==> src/rtl/ps2_mouse_decoder.sv <==
// ps2_mouse_decoder
// Decodes standard 3-byte PS/2 mouse movement packets. The result is a clamped
// absolute cursor position plus the button state, driven into draw_rect_ctl
// in the clk65MHz domain.
//
// Ports:
//   clk65MHz     system clock (65 MHz)
//   rst          asynchronous, active-high reset
//   ps2_clk      PS/2 clock from the mouse (asynchronous)
//   ps2_data     PS/2 data from the mouse (asynchronous)
//   xpos         cursor x, 0..XMAX
//   ypos         cursor y, 0..YMAX, grows downward
//   mouse_left   left button state
//   mouse_right  right button state
//   new_event    one-cycle pulse when the outputs take a new packet
//   frame_err    one-cycle pulse on a parity or stop-bit error
//
// Frame FSM states:
//   state    | meaning
//   S_IDLE   | waiting for a start bit (sampled 0)
//   S_DATA   | shifting in 8 data bits, LSB first
//   S_PARITY | checking odd parity over the data plus parity bit
//   S_STOP   | checking the stop bit (must be 1)
module ps2_mouse_decoder #(
    parameter int XMAX           = 1023,
    parameter int YMAX           = 767,
    parameter int TIMEOUT_CYCLES = 65000,
    parameter int FILTER_LEN     = 4
) (
    input  logic        clk65MHz,
    input  logic        rst,
    input  logic        ps2_clk,
    input  logic        ps2_data,
    output logic [11:0] xpos,
    output logic [11:0] ypos,
    output logic        mouse_left,
    output logic        mouse_right,
    output logic        new_event,
    output logic        frame_err
);

    localparam int FW = $clog2(FILTER_LEN + 1);
    localparam int TW = $clog2(TIMEOUT_CYCLES + 1);
    localparam logic [FW-1:0] FILT_LAST = FW'(FILTER_LEN - 1);
    localparam logic [TW-1:0] TMO_LOAD  = TW'(TIMEOUT_CYCLES - 1);
    localparam logic signed [13:0] XMAX_S = 14'(XMAX);
    localparam logic signed [13:0] YMAX_S = 14'(YMAX);

    typedef enum logic [1:0] {S_IDLE, S_DATA, S_PARITY, S_STOP} state_t;

    state_t          state, state_nx;
    logic [1:0]      clk_sync, data_sync;
    logic            clk_s, data_s;
    logic            clk_filt, clk_filt_d;
    logic [FW-1:0]   filt_cnt;
    logic            sample_edge;
    logic [TW-1:0]   tmo_cnt;
    logic            active, timeout;
    logic [2:0]      bit_cnt;
    logic [7:0]      shreg;
    logic [1:0]      byte_cnt;
    logic [7:0]      b0, b1;
    logic            byte_ok, bit_err;
    logic signed [13:0] dx, dy, x_sum, y_sum;
    logic [11:0]     x_next, y_next;

    assign clk_s       = clk_sync[1];
    assign data_s      = data_sync[1];
    assign sample_edge = clk_filt_d & ~clk_filt;

    // Synchronizers and glitch filter, all preset to the idle-bus level.
    always_ff @(posedge clk65MHz or posedge rst) begin
        if (rst) begin
            clk_sync   <= 2'b11;
            data_sync  <= 2'b11;
            clk_filt   <= 1'b1;
            clk_filt_d <= 1'b1;
            filt_cnt   <= '0;
        end else begin
            clk_sync   <= {clk_sync[0], ps2_clk};
            data_sync  <= {data_sync[0], ps2_data};
            clk_filt_d <= clk_filt;
            // The level flips on the FILTER_LEN-th consecutive differing sample.
            if (clk_s == clk_filt) begin
                filt_cnt <= '0;
            end else if (filt_cnt == FILT_LAST) begin
                clk_filt <= clk_s;
                filt_cnt <= '0;
            end else begin
                filt_cnt <= filt_cnt + 1'b1;
            end
        end
    end

    // The timeout down-counter runs only while a frame or packet is open.
    // A sample edge always reloads it, so an edge wins over a coincident expiry.
    assign active  = (state != S_IDLE) || (byte_cnt != 2'd0);
    assign timeout = active && !sample_edge && (tmo_cnt == '0);

    always_ff @(posedge clk65MHz or posedge rst) begin
        if (rst) begin
            tmo_cnt <= TMO_LOAD;
        end else if (!active || sample_edge) begin
            tmo_cnt <= TMO_LOAD;
        end else if (tmo_cnt != '0) begin
            tmo_cnt <= tmo_cnt - 1'b1;
        end
    end

    always_ff @(posedge clk65MHz or posedge rst) begin
        if (rst) state <= S_IDLE;
        else     state <= state_nx;
    end

    always_comb begin
        state_nx = state;
        byte_ok  = 1'b0;
        bit_err  = 1'b0;
        if (sample_edge) begin
            case (state)
                S_IDLE:   if (!data_s) state_nx = S_DATA;
                S_DATA:   if (bit_cnt == 3'd7) state_nx = S_PARITY;
                S_PARITY: begin
                    if (^{shreg, data_s}) begin
                        state_nx = S_STOP;
                    end else begin
                        state_nx = S_IDLE;
                        bit_err  = 1'b1;
                    end
                end
                S_STOP: begin
                    state_nx = S_IDLE;
                    if (data_s) byte_ok = 1'b1;
                    else        bit_err = 1'b1;
                end
                default:  state_nx = S_IDLE;
            endcase
        end else if (timeout) begin
            state_nx = S_IDLE;
        end
    end

    // When the last byte completes, shreg holds the Y delta byte.
    always_comb begin
        dx     = b0[6] ? 14'sd0 : $signed({{6{b0[4]}}, b1});
        dy     = b0[7] ? 14'sd0 : $signed({{6{b0[5]}}, shreg});
        x_sum  = $signed({2'b00, xpos}) + dx;
        y_sum  = $signed({2'b00, ypos}) - dy;
        x_next = x_sum[11:0];
        y_next = y_sum[11:0];
        if (x_sum < 14'sd0)       x_next = 12'd0;
        else if (x_sum > XMAX_S)  x_next = 12'(XMAX);
        if (y_sum < 14'sd0)       y_next = 12'd0;
        else if (y_sum > YMAX_S)  y_next = 12'(YMAX);
    end

    always_ff @(posedge clk65MHz or posedge rst) begin
        if (rst) begin
            bit_cnt     <= '0;
            shreg       <= '0;
            byte_cnt    <= '0;
            b0          <= '0;
            b1          <= '0;
            xpos        <= '0;
            ypos        <= '0;
            mouse_left  <= 1'b0;
            mouse_right <= 1'b0;
            new_event   <= 1'b0;
            frame_err   <= 1'b0;
        end else begin
            new_event <= 1'b0;
            frame_err <= bit_err;
            if (sample_edge && state == S_IDLE) begin
                bit_cnt <= '0;
            end
            if (sample_edge && state == S_DATA) begin
                shreg   <= {data_s, shreg[7:1]};
                bit_cnt <= bit_cnt + 1'b1;
            end
            if (bit_err) begin
                byte_cnt <= '0;
            end else if (byte_ok) begin
                case (byte_cnt)
                    2'd0: begin
                        // bit3 is always set in a real header; anything else is
                        // treated as mid-packet data and skipped to resync.
                        if (shreg[3]) begin
                            b0       <= shreg;
                            byte_cnt <= 2'd1;
                        end
                    end
                    2'd1: begin
                        b1       <= shreg;
                        byte_cnt <= 2'd2;
                    end
                    default: begin
                        xpos        <= x_next;
                        ypos        <= y_next;
                        mouse_left  <= b0[0];
                        mouse_right <= b0[1];
                        new_event   <= 1'b1;
                        byte_cnt    <= 2'd0;
                    end
                endcase
            end else if (timeout) begin
                byte_cnt <= '0;
            end
        end
    end

endmodule

==> config.mk <==
export PLATFORM = sky130hd
export DESIGN_NAME = ps2_mouse_decoder
export DESIGN_NICKNAME = d
export VERILOG_FILES = /design/src/rtl/ps2_mouse_decoder.sv
export SDC_FILE = /design/constraint.sdc
export NUM_CORES = 1
export LEC_CHECK = 0
export BUFFER_PORTS_ARGS = -buffer_cell sky130_fd_sc_hd__buf_2
export CELL_PAD_IN_SITES_DETAIL_PLACEMENT = 0
export CELL_PAD_IN_SITES_GLOBAL_PLACEMENT = 1
export CORE_MARGIN = 2
export CORE_UTILIZATION = 52
export CTS_BUF_LIST = sky130_fd_sc_hd__clkbuf_4 sky130_fd_sc_hd__clkbuf_8 sky130_fd_sc_hd__clkbuf_16
export DETAILED_ROUTE_END_ITERATION = 16
export HOLD_SLACK_MARGIN = 0.06
export PLACE_DENSITY = 0.91
export SLEW_MARGIN = 20
export SYNTH_ARGS = -nofsm -noshare
export SYNTH_HDL_FRONTEND = slang
export SYNTH_SLANG_ARGS = --single-unit
==> constraint.sdc <==
create_clock -name clk65MHz -period 5.78 [get_ports clk65MHz]
set_input_delay 0.289 -clock clk65MHz [delete_from_list [all_inputs] [get_ports clk65MHz]]
set_output_delay 0.289 -clock clk65MHz [all_outputs]
set_load 0.02 [all_outputs]
==> metrics.md <==
| Metric | Value |
|---|---|
| CTS Root Cell | clkbuf_8 |
| Area leader, netlist | dfrtp_1 |
| Share of flip-flops with an asynchronous set or reset | 1.00 |
| DR vias/cell | just under 6 |
| CP arrival | slightly below 4000 ps |
| Endpoints failing setup | 0 |
| Core Region | between 9000 and 10,000 um^2 |
| Skew final | ~15 ps |
| GRT Util Overall | 0.207 |
| Tcrit/Tclk final | 0.633 |
| Initial antenna violation count | 0 |
| Ports | 32 |
| # Max-Cap Violations | 0 |
| Worst-Skew Late Latency | roughly 350 ps |
| DR vias | between 3,000 and 4,000 |
| Reg-to-reg slack, setup | 2120 ps |
| Fin nets | around 550 |
| Net count after synthesis | ~510 |
| Syn_area_per_cell | about 10 um^2 |
| Hold-fix buffers, CTS | 2 |
| Die W | between 100 and 150 um |
| Setup_tns | 0 ps |
| Detail Route Antenna Nets | 0 |
| Synth cell count leaders | 63 x dfrtp_1, 43 x nand2_1, 35 x nor2_1 |
| Routability Congestion | slightly above 0.9 |
| Unrepaired setup endpoints after global routing | no |
| Post-synthesis sequential area ratio | 0.432 |
| Clock Path Buffers | 2 |
| #FFs+latches synth | 82 |
| Top_reg_cell synth | dfrtp_1 |
| DRT iter0 DRCs | about 130 |
| Routed wire length per instance | around 15 um |
| Run status | finished clean |
| Element type at the critical path end | flop |
| Clock Pin Slew Worst Setup and Hold Paths | 90 ps |
| Die height | 100 um |
| Hold Path Class | in -> async |
| Reg2Reg Depth | 9 |
| DRT Wirelength | between 9000 and 10,000 um |
| Max VDD drop | between 0.2 and 0.25 mV |
| Count leader, synth | dfrtp_1 |
| Req. time, crit path | approximately 6000 ps |
| Fmax | ~270 MHz |
| CTS H-tree lvls | 3 |
| Synth cell types | 63 |
| Worst Max-Slew Pin Slew | between 900 and 1000 ps |
| Largest net degree at the start of global routing | 83 |
| Synth top area cells | dfrtp_1 33%, dfstp_2 10%, ha_1 7.3%, mux2_2 5.6%, xnor2_1 4.7% |
| Vias in the first global route | between 3,000 and 4,000 |
| Post-cts resize count | 0 |
| Pleak | about 2.5 nW |
| Fin worst setup slack | roughly 2100 ps |
| Post-synthesis cell count | 480 |
| Fin. max-slew vios | 0 |
| Area growth from synthesis to layout | 10.6% |
| Fin. Hold Viols | 0 |
| Startpoint Class | flop |
| Crit path time final | 3660 ps |
| Worst-path maximum fanout | 13 |
| Total die area | around 10,000 um^2 |
| Relative slew slack | 0.339 |
| Yosys warns | 0 |
| Place WS | around 2200 ps |
| Initial Util | 0.528 |
| Row count | 35 |
| Post-CTS Setup Bufs | 0 |
| Layout cells sized above 1 | 0.203 |
| Path type of the worst setup path | reg -> reg |
| N_diodes | 0 |
| Yosys top cell area share | 0.328 |
| Pre-antenna DRT Iters | 4 |
| Reg2Reg Capture Point | xpos[9]$_DFFE_PP0P_ |
| Drc violations | 0 |
| Total grt overflow | 0 |
| Detailed placement HPWL | 6870 um |
| Port bufs | 31 |
| Sink Count | 82 |
| PwrDens | about 330 nW/um^2 |
| Number of flops mapped to enable cells by yosys | 0 |
| First-pass GRT wire length | approximately 17,000 um |
| CTS buffer count | 9 |
| CTS tree | yes |
| Syn Std Cell Area | roughly 4800 um^2 |
| RR Startpoint | b0[6]$_DFFE_PP0P_ |
[critical path, stage by stage (launching register included)]
cell      delay [ps]
dfrtp_1          520
nor2b_1          260
ha_1             270
a21oi_1          210
o211ai_1         170
o41ai_1          660
mux2_2           420
or3_1            530
or3_1            390
o2111a_1         130
[through the flow]
| stage | hold slack [ps] | cell area (um^2) | utilization | std cells | power, mW |
|---|---|---|---|---|---|
| 2_1_floorplan | 293 | 4810 | - | 480 | 1.13 |
| 3_3_place_gp | 346 | 5040 | 0.554 | 611 | 1.22 |
| 3_5_place_dp | 349 | 5040 | 0.554 | 611 | 1.24 |
| 4_1_cts | 297 | 5320 | 0.584 | 629 | 1.76 |
| 5_1_grt | 174 | 5320 | 0.584 | 629 | 1.88 |
| 6_report | 127 | 5320 | 0.584 | 629 | 1.76 |
[registers in the layout, indices dropped and copies added (netlist names)]
signal       flops
b0               6
b1               8
bit_cnt          3
byte_cnt         2
clk_filt         1
clk_filt_d       1
clk_sync         2
data_sync        2
filt_cnt         3
frame_err        1
mouse_left       1
mouse_right      1
new_event        1
shreg            8
state            2
tmo_cnt         16
xpos            12
ypos            12
[cells by family (layout without fill, tap and decap cells)]
| group | after synthesis | after routing | share of synthesized area |
|---|---|---|---|
| AOI/OAI and AO/OA | 99 | 99 | 0.142 |
| xor gates and xnor gates | 35 | 35 | 0.0638 |
| adders and majority gates | 30 | 30 | 0.0812 |
| buffers and inverters | 34 | 72 | 0.0317 |
| DFF | 82 | 82 | 0.432 |
| muxes | 25 | 25 | 0.0583 |
| and+or+nand+nor | 175 | 175 | 0.192 |
[how the worst max path moves through the flow]
stage                       from                   to  slack (ps)  cells after the start
6_report       b0[6]$_DFFE_PP0P_  xpos[9]$_DFFE_PP0P_        2120                      9
5_1_grt        b0[6]$_DFFE_PP0P_  xpos[9]$_DFFE_PP0P_        1920                      9
4_1_cts        b0[6]$_DFFE_PP0P_  xpos[9]$_DFFE_PP0P_        2160                      9
3_5_place_dp   b0[6]$_DFFE_PP0P_  xpos[9]$_DFFE_PP0P_        2180                      9
2_1_floorplan  b0[6]$_DFFE_PP0P_  xpos[9]$_DFFE_PP0P_        2500                     11
3_3_place_gp   b0[6]$_DFFE_PP0P_  xpos[9]$_DFFE_PP0P_        2320                      9
[layout make-up]
cell class | count | area [um^2]
clock buffers | 10 | 138
clock inverters | 6 | 114
fillers | 817 | 3790
inverters | 21 | 80.1
multi-input cells | 364 | 2580
flip-flops and latches | 82 | 2080
well taps | 111 | 139
repair buffers | 35 | 194
[report_power, final]
part	leakage, nW	internal, mW	switching [mW]
clock network	0.119	0.300	0.217
registers	1.07	0.642	0.0750
logic	1.35	0.235	0.287
[cells in the final DEF (no fill, tap or decap), types with 4 or more instances in the layout]
| cell | instances |
|---|---|
| nand2_1 | 43 |
| xnor2_1 | 26 |
| nand4_1 | 4 |
| a31oi_1 | 4 |
| nand2b_1 | 10 |
| nand3_1 | 13 |
| dfrtp_1 | 63 |
| nor3_1 | 7 |
| xor2_1 | 9 |
| nor4_1 | 12 |
| or2_2 | 5 |
| a221o_1 | 9 |
| and3_1 | 6 |
| a21o_1 | 4 |
| o31ai_1 | 4 |
| inv_1 | 20 |
| nor2b_1 | 18 |
| o21ai_0 | 30 |
| buf_2 | 31 |
| a21oi_1 | 15 |
| or3_1 | 4 |
| ha_1 | 28 |
| nor3b_1 | 4 |
| dfstp_2 | 19 |
| nor2_1 | 35 |
| clkbuf_8 | 10 |
| mux2_2 | 24 |
| o21a_1 | 5 |
[routing by layer]
layer | vias to the layer above | GRT usage | part of all wire | routed length (um)
li1 | 1791 | - | - | -
met1 | 1785 | 0.270 | 0.47 | 4610
met2 | 55 | 0.350 | 0.48 | 4700
met3 | 18 | 0.0348 | 0.024 | 234
met4 | 0 | 0.0717 | 0.020 | 197
met5 | - | 0 | 0 | 0
Note: power is estimated with default switching activity, not from simulation.
